<file path="src/rtl/alu_pkg.sv">
// Package shared by the ALU operand issue block and the ALU.
// Holds the ALU opcode encodings, the issued-entry struct, the issue FSM
// state type, and the op normalisation helper.
package alu_pkg;

  // Datapath and register-address widths that issue_t is built on. The issue
  // block's N and RA_W parameters must be left at these values.
  localparam int DATA_W = 32;
  localparam int REG_W  = 5;

  localparam logic [1:0] ALU_OP_ADD = 2'b00;
  localparam logic [1:0] ALU_OP_SUB = 2'b01;

  // One issued entry: exactly what the ALU and the writeback tag need.
  typedef struct packed {
    logic [DATA_W-1:0] alua;
    logic [DATA_W-1:0] alub;
    logic [1:0]        alucontrol;
    logic [REG_W-1:0]  rd;
  } issue_t;

  typedef enum logic [1:0] {
    EMPTY = 2'd0,
    ONE   = 2'd1,
    FULL  = 2'd2
  } issue_state_t;

  // Reserved encodings fall back to add, matching the ALU's default arm.
  function automatic logic [1:0] norm_alu_op(input logic [1:0] op);
    return (op == ALU_OP_SUB) ? ALU_OP_SUB : ALU_OP_ADD;
  endfunction

endpackage

</file>
<file path="src/rtl/operand_fwd_mux.sv">
// Resolves one register source operand from forwarding and register-file data.
// Ports:
//   addr              source register address
//   rf_data           register-file read data for addr
//   ex_en/ex_rd/ex_data  EX/MEM forwarding fields
//   wb_en/wb_rd/wb_data  WB forwarding fields
//   value             resolved operand
// Priority: EX match > WB match > register file. x0 always resolves to 0.
module operand_fwd_mux #(
  parameter int N    = 32,
  parameter int RA_W = 5
) (
  input  logic [RA_W-1:0] addr,
  input  logic [N-1:0]    rf_data,
  input  logic            ex_en,
  input  logic [RA_W-1:0] ex_rd,
  input  logic [N-1:0]    ex_data,
  input  logic            wb_en,
  input  logic [RA_W-1:0] wb_rd,
  input  logic [N-1:0]    wb_data,
  output logic [N-1:0]    value
);

  logic addr_nz;
  logic ex_hit;
  logic wb_hit;

  assign addr_nz = (addr != '0);
  assign ex_hit  = ex_en && (ex_rd == addr) && addr_nz;
  assign wb_hit  = wb_en && (wb_rd == addr) && addr_nz;

  always_comb begin
    value = rf_data;
    if (!addr_nz)    value = '0;
    else if (ex_hit) value = ex_data;
    else if (wb_hit) value = wb_data;
  end

endmodule

</file>
<file path="src/rtl/alu_operand_issue.sv">
// Execute-stage issue block feeding the ALU.
// Accepts decoded instructions (in_valid/in_ready), resolves operand A
// (rs1 or PC) and operand B (rs2 or immediate) with EX/WB forwarding,
// normalises the ALU op and presents registered operands to the ALU
// (out_valid/out_ready). A two-entry buffer (output register + skid)
// sustains one transfer per cycle; a load-use interlock holds off decode.
// Ports:
//   clk, rst_n, flush         clock, async active-low reset, sync flush
//   in_*                      decode-side instruction and handshake
//   ex_fwd_*, wb_fwd_*        forwarding sources
//   out_*                     ALU-side operands, control, rd and handshake
//   dbg_state                 current issue_state_t encoding
//
// Handshake: a transfer happens on a rising edge where valid && ready are
// both high; a producer holds valid and its payload until that edge, and
// out_* are stable whenever out_valid && !out_ready.
module alu_operand_issue
  import alu_pkg::*;
#(
  parameter int N    = DATA_W,
  parameter int RA_W = REG_W
) (
  input  logic            clk,
  input  logic            rst_n,
  input  logic            flush,
  input  logic            in_valid,
  output logic            in_ready,
  input  logic [RA_W-1:0] in_rs1_addr,
  input  logic [RA_W-1:0] in_rs2_addr,
  input  logic [N-1:0]    in_rs1_data,
  input  logic [N-1:0]    in_rs2_data,
  input  logic [N-1:0]    in_pc,
  input  logic [N-1:0]    in_imm,
  input  logic            in_sel_a,
  input  logic            in_sel_b,
  input  logic [1:0]      in_alu_op,
  input  logic [RA_W-1:0] in_rd,
  input  logic            ex_fwd_en,
  input  logic            ex_fwd_pend,
  input  logic [RA_W-1:0] ex_fwd_rd,
  input  logic [N-1:0]    ex_fwd_data,
  input  logic            wb_fwd_en,
  input  logic [RA_W-1:0] wb_fwd_rd,
  input  logic [N-1:0]    wb_fwd_data,
  output logic            out_valid,
  input  logic            out_ready,
  output logic [N-1:0]    out_alua,
  output logic [N-1:0]    out_alub,
  output logic [1:0]      out_alucontrol,
  output logic [RA_W-1:0] out_rd,
  output logic [1:0]      dbg_state
);

  issue_state_t state;
  issue_t       out_q;
  issue_t       skid_q;
  issue_t       new_entry;

  logic [N-1:0] rs1_val;
  logic [N-1:0] rs2_val;
  logic         hazard;
  logic         acc;
  logic         deq;

  operand_fwd_mux #(.N(N), .RA_W(RA_W)) u_fwd_rs1 (
    .addr    (in_rs1_addr),
    .rf_data (in_rs1_data),
    .ex_en   (ex_fwd_en),
    .ex_rd   (ex_fwd_rd),
    .ex_data (ex_fwd_data),
    .wb_en   (wb_fwd_en),
    .wb_rd   (wb_fwd_rd),
    .wb_data (wb_fwd_data),
    .value   (rs1_val)
  );

  operand_fwd_mux #(.N(N), .RA_W(RA_W)) u_fwd_rs2 (
    .addr    (in_rs2_addr),
    .rf_data (in_rs2_data),
    .ex_en   (ex_fwd_en),
    .ex_rd   (ex_fwd_rd),
    .ex_data (ex_fwd_data),
    .wb_en   (wb_fwd_en),
    .wb_rd   (wb_fwd_rd),
    .wb_data (wb_fwd_data),
    .value   (rs2_val)
  );

  // Stall only when a register source actually reads the pending load's rd;
  // a source replaced by PC/immediate does not care.
  assign hazard = in_valid && ex_fwd_en && ex_fwd_pend && (ex_fwd_rd != '0) &&
                  ((!in_sel_a && (in_rs1_addr == ex_fwd_rd)) ||
                   (!in_sel_b && (in_rs2_addr == ex_fwd_rd)));

  assign in_ready = (state != FULL) && !hazard && !flush;
  assign acc      = in_valid && in_ready;
  assign deq      = out_valid && out_ready;

  always_comb begin
    new_entry.alua       = in_sel_a ? in_pc  : rs1_val;
    new_entry.alub       = in_sel_b ? in_imm : rs2_val;
    new_entry.alucontrol = norm_alu_op(in_alu_op);
    new_entry.rd         = in_rd;
  end

  always_ff @(posedge clk or negedge rst_n) begin
    if (!rst_n) begin
      state  <= EMPTY;
      out_q  <= '0;
      skid_q <= '0;
    end else if (flush) begin
      state <= EMPTY;
    end else begin
      case (state)
        EMPTY: begin
          if (acc) begin
            out_q <= new_entry;
            state <= ONE;
          end
        end
        ONE: begin
          if (acc && !deq) begin
            skid_q <= new_entry;
            state  <= FULL;
          end else if (acc && deq) begin
            out_q <= new_entry;
          end else if (deq) begin
            state <= EMPTY;
          end
        end
        FULL: begin
          if (deq) begin
            out_q <= skid_q;
            state <= ONE;
          end
        end
        default: state <= EMPTY;
      endcase
    end
  end

  assign out_valid      = (state != EMPTY);
  assign out_alua       = out_q.alua;
  assign out_alub       = out_q.alub;
  assign out_alucontrol = out_q.alucontrol;
  assign out_rd         = out_q.rd;
  assign dbg_state      = state;

endmodule

</file>
<file path="config.mk">
export PLATFORM = sky130hd
export DESIGN_NAME = alu_operand_issue
export DESIGN_NICKNAME = d
export VERILOG_FILES = /design/src/rtl/alu_pkg.sv /design/src/rtl/operand_fwd_mux.sv /design/src/rtl/alu_operand_issue.sv
export SDC_FILE = /design/constraint.sdc
export NUM_CORES = 1
export LEC_CHECK = 0
export BUFFER_PORTS_ARGS = -buffer_cell sky130_fd_sc_hd__buf_2
export CORE_AREA = 2 2 146 148
export DETAILED_ROUTE_END_ITERATION = 6
export DIE_AREA = 0 0 148 150
export PLACE_DENSITY = 0.72
export SETUP_SLACK_MARGIN = 0.05
export SLEW_MARGIN = 10
export SYNTH_ARGS = -nofsm -noshare
export SYNTH_HDL_FRONTEND = slang
export SYNTH_SLANG_ARGS = --single-unit
</file>
<file path="constraint.sdc">
create_clock -name clk -period 4.1 [get_ports clk]
set_input_delay 0.82 -clock clk [delete_from_list [all_inputs] [get_ports clk]]
set_output_delay 0.82 -clock clk [all_outputs]
set_load 0.01 [all_outputs]
</file>
Word level (Yosys, flattened, before mapping) --
Cells that the tools add are included.
Storage, ports and cells: bits in registers 144, RAM bits 0, memory bits (read-only) 0, latch bits 0, bits of input ports 229, memories kept 0, output and inout bits 75
Operators by class: multiplexer cells 21, add/subtract/negate cells 0, shift operators 0, divide/modulo/power cells 0, reduce and logical (&&, ||, !) cells 35, multipliers 0, bitwise operators 1, eq/ne operators 18, order comparisons 0
Operator list (number):
- $mux W71 | 4
- $mux W32 | 8
- $pmux W71 S3 | 1
- $eq A5 B5 Y1 | 6
- $logic_and A1 B1 Y1 | 20
- $reduce_bool A5 Y1 | 3
- $mux W2 | 6
- $ne A2 B2 Y1 const B | 5
- $ne A4 B4 Y1 const B | 2
- $ne A3 B3 Y1 const B | 2
- $pmux W2 S3 | 1
- $reduce_and A6 Y1 | 1
- $logic_not A1 Y1 | 5
- $eq A2 B1 Y1 const B | 2
- $reduce_and A4 Y1 | 1
- $reduce_and A3 Y1 | 1
- $reduce_bool A3 Y1 | 1
- $eq A2 B2 Y1 const B | 1
- $logic_not A2 Y1 | 1
- $reduce_bool A2 Y1 | 1
- $logic_or A1 B1 Y1 | 1
- $mux W1 | 1
- $not A1 Y1 | 1

Depth between registers and ports, before layout --
Gate-level depths: netlist of run 1.
word-level depth 13, depth in mapped cells 10, gate-level depth less buffers 6

Hierarchy --
From an unflattened synthesis of run 1, not the netlist that was laid out.
Second synthesis, totals: cell total of the unflattened synthesis 1055, area, all modules 8753.4 um^2
Modules (own cells, without submodules):
- alu_operand_issue | instances 1, area an instance 6651.4 um^2, cells an instance 707
- operand_fwd_mux | instances 2, area an instance 1051.0 um^2, cells an instance 174

Worst setup path after synthesis of run 1 --
Ideal clock, no wire load.
kind input port to flip-flop, start in ex_fwd_rd[1], end reg out_q, in the netlist out_alua[13], setup slack 1005 ps, path buffers 1, setup time 125 ps, cell stages on the path 7, arrival time 2970 ps, cells stage by stage or4_1 > o2111ai_1 > nor4_1 > or4_4 > o22ai_4 > buf_6 > mux2_2
Between the ends: word-level cells in the longest chain between the ends 11
Ends and longest elaborated chain:
- from (decl) | RTL line alu_operand_issue.sv:40 | input logic [RA_W-1:0] ex_fwd_rd,
- parallel branches: the longest is 11 deep, another holds $mux W71
- to (signal assigned) | RTL line alu_operand_issue.sv:117 | out_q <= new_entry;
- to (signal assigned) | RTL line alu_operand_issue.sv:126 | out_q <= new_entry;
- to (signal assigned) | RTL line alu_operand_issue.sv:133 | out_q <= skid_q;
- to (decl) | RTL line alu_operand_issue.sv:55 | issue_t out_q;
Parallel ways; which one is timed is not known. The select of a mux whose other input is x is not followed. A chain may end at the register's enable or synchronous reset.

Worst setup path in the final report of run 1 --
start in in_rs2_addr[1], end out in_ready
Between the ends: word-level cells in the longest chain between the ends 7
Ends and longest elaborated chain:
- from (decl) | RTL line alu_operand_issue.sv:29 | input logic [RA_W-1:0] in_rs2_addr,
- $eq A5 B5 Y1 | RTL line alu_operand_issue.sv:93 | (!in_sel_b && (in_rs2_addr == ex_fwd_rd)));
- $logic_and A1 B1 Y1 | RTL line alu_operand_issue.sv:93
- $logic_or A1 B1 Y1 | RTL line alu_operand_issue.sv:92 | ((!in_sel_a && (in_rs1_addr == ex_fwd_rd)) ||
- $logic_and A1 B1 Y1 | RTL line alu_operand_issue.sv:91 | assign hazard = in_valid && ex_fwd_en && ex_fwd_pend && (ex_fwd_rd != '0) &&
- $logic_not A1 Y1 | RTL line alu_operand_issue.sv:95 | assign in_ready = (state != FULL) && !hazard && !flush;
- $logic_and A1 B1 Y1 (2 in a row) | RTL line alu_operand_issue.sv:95
- to (decl) | RTL line alu_operand_issue.sv:27 | output logic in_ready,
No other way between the ends.

==> results of run 1 <==
-- sequential cells by signal, summed over array words and instances, names as in the netlist --
signal / flops
out_rd: 5
dbg_state: 2
out_alub: 32
skid_q: 70
out_alua: 32
out_alucontrol: 1
-- worst max-delay path: stages --
cell	delay, ns
buf_2	0.18
xnor2_1	0.13
nand4_1	0.27
nor4b_1	0.68
nor4_1	0.14
buf_2	0.18
-- per-stage QoR --
step | util [%] | setup slack, ns | std cells | hold slack (ns)
floorplan | - | 1.01 | 1074 | 0.475
global placement | 52.8 | 0.660 | 1580 | 0.465
detailed placement | 52.8 | 0.648 | 1580 | 0.470
CTS | 56.0 | 0.900 | 1611 | 0.483
global route | 56.0 | 0.865 | 1614 | 0.498
finish | 56.0 | 0.879 | 1616 | 0.475
-- layer usage --
layer,vias up,track usage (%),routed length [um]
li1,4407,-,-
met1,4612,38.0,13800
met2,487,50.8,16300
met3,86,6.07,2730
met4,2,12.8,1100
met5,-,0,13
-- how the worst max path moves through the flow --
stage | end | cells past startpoint | startpoint | slack [ns]
after floorplan | out_alua[13]$_DFFE_PN0P_ | 7 | ex_fwd_rd[1] | 1.01
after global placement | out_alua[18]$_DFFE_PN0P_ | 8 | ex_fwd_rd[1] | 0.66
after detailed placement | out_alua[18]$_DFFE_PN0P_ | 8 | ex_fwd_rd[1] | 0.65
after CTS | in_ready | 6 | in_rs2_addr[1] | 0.90
after global routing | in_ready | 6 | in_rs2_addr[1] | 0.87
final | in_ready | 6 | in_rs2_addr[1] | 0.88
-- area by class of cell --
| class | count | area, um2 |
|---|---|---|
| Timing Repair Buffer | 328 | 1740 |
| Inverter | 45 | 169 |
| Fill cell | 1935 | 9100 |
| Tap cell | 275 | 344 |
| Sequential cell | 142 | 3550 |
| Clock buffer | 21 | 460 |
| Clock inverter | 10 | 186 |
| Multi-Input combinational cell | 790 | 5130 |
| Antenna cell | 5 | 12.5 |
-- power breakdown --
group	switching (mW)	internal [mW]	total, mW
sequential	0.231	1.82	2.05
combinational	0.715	0.634	1.35
clock	0.618	1.11	1.73
total	1.56	3.57	5.13
-- cells in the final DEF, fill, tap and decap left out, types with 3 or more instances in the layout --
cell / synthesis / layout
a211o_1: 3 / 3
a211oi_1: 18 / 18
a21boi_0: 14 / 14
a21boi_1: 3 / 3
a21oi_1: 130 / 130
a221o_1: 29 / 29
a221oi_1: 3 / 3
a31oi_1: 45 / 45
a32oi_1: 12 / 12
buf_2: 5 / 301
buf_4: 2 / 24
bufinv_16: 0 / 5
clkbuf_16: 0 / 17
clkinv_4: 0 / 3
dfrtp_1: 142 / 142
diode_2: 0 / 5
inv_1: 45 / 45
mux2_1: 10 / 10
mux2_2: 100 / 100
mux2i_1: 17 / 17
nand2_1: 104 / 104
nand2b_1: 5 / 4
nand3_1: 28 / 28
nand4_1: 4 / 4
nor2_1: 65 / 62
nor3_2: 0 / 3
o21ai_0: 143 / 143
or4_1: 4 / 4
xnor2_1: 18 / 18
-- cells by family (layout without fill, tap and decap cells) --
kind of cell / Yosys count / count (layout) / synth area share (%)
XOR/XNOR: 20 / 20 / 1.91
other: 1 / 6 / 0.0408
multiplexers: 127 / 127 / 15.3
AND/OR/NAND/NOR: 231 / 231 / 10.9
buffers and inverters: 142 / 404 / 6.44
flip-flops: 142 / 142 / 38.6
AO/OA/AOI/OAI: 411 / 411 / 26.8
==> impl_metrics.toml, run 1 <==
[synth]
synth_flop_cell = "dfrtp_1"
yosys.area.top_type_share_pct = 38.6
mappedNetlistArea_um2 = 9200
ys_ff_latch = 142
synth_edf_count = 0
yosys.cell_types.count = 51
syn_area_per_cell_um2 = 8.56
yosys.area.top_type = "dfrtp_1"
yosysSeqAreaShare_pct = 38.6
async_reset_ff_share_pct = 100
ys_warn_count = 0
synth_area_leaders = "dfrtp_1 (39%), mux2_2 (12%), o21ai_0 (7.8%), a21oi_1 (7.1%), nand2_1 (4.2%)"
synth_most_common_cell = "o21ai_0"
syn_nets = 1303
synthCells = 1074
synthTopCellsByCount = "o21ai_0 (143), dfrtp_1 (142), a21oi_1 (130), nand2_1 (104), mux2_2 (100)"

[power]
powerDensity_nw_per_um2 = 443
finalPower_mw = 5.13
vdd_ir_drop_max_mv = 0.270
p_leak_nw = 5.34

[global_routing]
track_usage_pct = 30.2
grt_max_degree = 90
grt_pass1_vias = 9308
grt_pass1_wl_mm = 51.8
antenna_found_initial = 5
overflow = 0

[floorplanning]
start_util_pct = 44.4
die_h_um = 150
fp.dieW_um = 148
dieArea_um2 = 22200
ios = 304
core_um2 = 20700
rows = 53

[sta]
finalHoldViolations = 0
setup_viol = 0
post-route-period-util_pct = 78.6
worst_slew_pin_slew_ns = 1.12
slew_viol_final = 0
maxSlewHeadroom_pct = 25.5
fmax_mhz = 310
rsz0062_at_grt = "no"
fin_crit_ns = 3.22
tns_ns = 0
finClkSkew_ns = 0.00993

[setup_path]
worstSetupPathType = "input pin to output port"
path_max_fanout = 6
cp_data_arrival_time_ns = 2.40
worstReg2RegStart = "dbg_state[1]$_DFFE_PN0P_"
critPathRequiredTime_ns = 3.28
r2r_setup_slack_ns = 1.22
reg2regPathDepth = 7
endpoint_kind = "output port"
worst_setup_path_start_kind = "input pin"
reg2reg_to = "out_alub[16]$_DFFE_PN0P_"

[placed_design]
place_congestion = 0.873
place_area_um2 = 10900
io_buffers = 302
hpwl_mm = 22.6

[clock_network]
cts_hold_buf = 0
clk_pin_slew_worst_paths_ns = 0.06
clk_path_buf_depth = 2
cts_resized = 0
cts_setup_buffers = 0
cts-root-buf = "clkbuf_16"
h-tree-depth = 4
numClockSinks = 142
clk_latency_ns = 0.42
cts_made_buffers = 17
cts_tree = "yes"

[finish]
layout.nets = 1553
area_growth_pct = 26.1
fin_area_um2 = 11600
drive_gt1_share_pct = 35.7

[route]
vias = 9594
routedWlPerCell_um = 21.0
drt_iter0_drc = 703
first_pass_iters = 7
ant_nets = 0
drc_errors = 0
viasPerCell = 5.94
drt-total-wl_mm = 33.9

[min_path]
hp-class = "input pin to asynchronous set/reset pin"

[flow_run]
maxCapViolations = 0

[status]
status = "finished, final reports clean"
No activity file was read; power rests on OpenSTA's default activity.
==> run 2, diff against run 1 <==
--- a/config.mk
+++ b/config.mk
@@ -5,11 +5,12 @@
 export SDC_FILE = /design/constraint.sdc
 export NUM_CORES = 1
 export LEC_CHECK = 0
+export ABC_AREA = 1
 export BUFFER_PORTS_ARGS = -buffer_cell sky130_fd_sc_hd__buf_2
-export CORE_AREA = 2 2 146 148
+export CORE_AREA = 2 2 153 155
 export DETAILED_ROUTE_END_ITERATION = 6
-export DIE_AREA = 0 0 148 150
-export PLACE_DENSITY = 0.72
+export DIE_AREA = 0 0 155 157
+export PLACE_DENSITY = 0.7
 export SETUP_SLACK_MARGIN = 0.05
 export SLEW_MARGIN = 10
 export SYNTH_ARGS = -nofsm -noshare
==> constraint.sdc (replaced) <==
create_clock -name clk -period 3.1 [get_ports clk]
set_input_delay 0.62 -clock clk [delete_from_list [all_inputs] [get_ports clk]]
set_output_delay 0.62 -clock clk [all_outputs]
set_load 0.01 [all_outputs]
==> run 2 against run 1 <==
Compared with the run above: clock power grew 18%; highest routed layer is now met4; setup slack lost 0.27 ns; routed wire length grew 11%; global-route usage grew 0.41 points; via count grew 22%; largest power group unchanged; synthesized area grew 8.9%; first-iteration DRC count grew 65%; clock skew is essentially flat; register-to-register slack lost 0.15 ns.
==> impl_metrics.toml, run 2 <==
[synth]
mappedNetlistArea_um2 = 10000
synthTopCellsByCount = "nand2_1 (986), nand3_1 (207), inv_1 (200), dfrtp_1 (142), clkbuf_1 (68)"
syn_area_per_cell_um2 = 5.76
ys_ff_latch = 142
yosys.area.top_type = "nand2_1"
synth_most_common_cell = "nand2_1"
yosys.area.top_type_share_pct = 36.9
syn_nets = 1967
synth_flop_cell = "dfrtp_1"
synthCells = 1738
async_reset_ff_share_pct = 100
ys_warn_count = 0
yosysSeqAreaShare_pct = 35.5
synth_edf_count = 0
synth_area_leaders = "nand2_1 (37%), dfrtp_1 (35%), nand3_1 (10%), inv_1 (7.5%), clkbuf_1 (2.5%)"
yosys.cell_types.count = 23

[setup_path]
worst_setup_path_start_kind = "flip-flop"
cp_top_family = "buffers and inverters"
cp_data_arrival_time_ns = 1.88
worstSetupPathType = "flip-flop to output port"
reg2reg_to = "skid_q[2]$_DFFE_PN0P_"
critPathBufInv = 3
endpoint_kind = "output port"
path_max_fanout = 25
worstReg2RegStart = "dbg_state[1]$_DFFE_PN0P_"
r2r_setup_slack_ns = 1.07
cp_slowest_stage_delay_ns = 0.46
critPathRequiredTime_ns = 2.48
crit_path_top_delay_cell = "dfrtp_1"
reg2regPathDepth = 7
crit_chain = "inv_1, nor2_4, inv_2, nand2_1, nor2_1, buf_2"
critPathLaunch = "dbg_state[1]$_DFFE_PN0P_"

[sta]
setup_viol = 0
slew_viol_final = 0
maxSlewHeadroom_pct = 24.7
fmax_mhz = 401
post-route-period-util_pct = 80.5
worst_slew_pin_slew_ns = 1.13
tns_ns = 0
rsz0062_at_grt = "no"
finClkSkew_ns = 0.0103
fin_crit_ns = 2.50
finalHoldViolations = 0

[finish]
layout.nets = 2215
drive_gt1_share_pct = 19.3
fillCellCount = 2369
fin_area_um2 = 12400
largest-register = "skid_q"
finish.utilization_pct = 55.0
finalNonFillerCells = 2292
final_cell_mix = "nand2_1 (985), buf_2 (301), nand3_1 (207)"
final_common_cell = "nand2_1"
area_growth_pct = 23.5
largest_register_ffs = 70
seq_area_um2 = 3550
multi_input_area_um2 = 5280

[route]
drc_errors = 0
drt_iter0_drc = 1157
viasPerCell = 5.12
ant_nets = 0
first_pass_iters = 5
drt-total-wl_mm = 37.5
vias = 11737
routedWlPerCell_um = 16.4

[clock_network]
cts_resized = 0
h-tree-depth = 4
numClockSinks = 142
cts_made_buffers = 17
cts_hold_buf = 0
cts_tree = "yes"
clk_pin_slew_worst_paths_ns = 0.07
clk_latency_ns = 0.42
cts_setup_buffers = 0
cts-root-buf = "clkbuf_16"
clk_path_buf_depth = 2

[floorplanning]
dieArea_um2 = 24300
rows = 55
fp.dieW_um = 155
core_um2 = 22500
ios = 304
die_h_um = 157
start_util_pct = 44.5

[placed_design]
io_buffers = 302
place_congestion = 0.921
dp_cells = 2252
place_area_um2 = 11800
hpwl_mm = 27.2

[flow_run]
maxCapViolations = 0

[status]
status = "finished, final reports clean"

[power]
vdd_ir_drop_max_mv = 0.528
p_leak_nw = 8.03
finalPower_mw = 7.93
powerDensity_nw_per_um2 = 641

[min_path]
hp-class = "input pin to asynchronous set/reset pin"

[global_routing]
track_usage_pct = 30.6
overflow = 0
grt_pass1_vias = 10750
antenna_found_initial = 8
grt_max_degree = 65
grt_pass1_wl_mm = 58.2
==> run 2: cell types whose count changed after synthesis, sizes merged, moves of 45 or more <==
cell,previous run,this run
mux2,110,0
nand2,104,987
nand3,28,208
inv,45,205
o21ai,144,13
a21oi,130,5
a31oi,45,0
==> run 2: final cells by class <==
cell class | instances | area share, %
inverter | 206 | 6.25
clock buffer | 18 | 3.47
antenna | 8 | 0.162
clock inverter | 14 | 1.20
timing repair buffer | 335 | 14.7
tap | 285 | 2.88
multi-input combinational | 1284 | 42.6
sequential | 142 | 28.7
==> run 2: worst reg2reg max path: cells and delay by family, from the launching register on <==
kind                   cells  cell delay, ns
and+or+nand+nor            4            0.58
DFF                        1            0.46
AOI/OAI and AO/OA          1            0.21
buffers and inverters      2            0.65
==> run 2: cell families (layout without fill, tap and decap cells) <==
kind of cell	after synthesis	after routing	synth area share, %
XOR/XNOR	4	4	0.350
AO/OA/AOI/OAI	18	18	1.01
flip-flops	142	142	35.5
AND/OR/NAND/NOR	1261	1261	51.0
other	1	9	0.0374
buffers and inverters	312	573	12.1
==> run 2: worst max-delay path by stage <==
stage	end	slack, ns	cells past startpoint
after floorplan	in_ready	1.03	7
after global placement	out_alub[22]$_DFFE_PN0P_	0.48	15
after detailed placement	out_alub[15]$_DFFE_PN0P_	0.48	15
after CTS	in_ready	0.61	6
after global routing	in_ready	0.49	6
final	in_ready	0.60	6
==> run 2: metal layers <==
| layer | global-route usage (%) | part of all wire, % | up-vias |
|---|---|---|---|
| met5 | 0 | 0 | - |
| met3 | 4.13 | 7.9 | 66 |
| met2 | 48.6 | 46 | 592 |
| met4 | 9.92 | 2.7 | 0 |
| met1 | 43.4 | 43 | 5332 |
| li1 | - | - | 5747 |
==> run 2: metrics by stage <==
stage	hold slack, ns	worst slack, ns
6_report	0.190	0.604
5_1_grt	0.242	0.486
4_1_cts	0.211	0.610
3_5_place_dp	0.453	0.480
3_3_place_gp	0.448	0.479
2_1_floorplan	0.324	1.03
==> run 2: report_power, final <==
group | internal (mW) | total (mW) | switching (mW)
logic | 0.985 | 2.67 | 1.68
registers | 2.72 | 3.22 | 0.506
clock network | 1.14 | 2.04 | 0.901
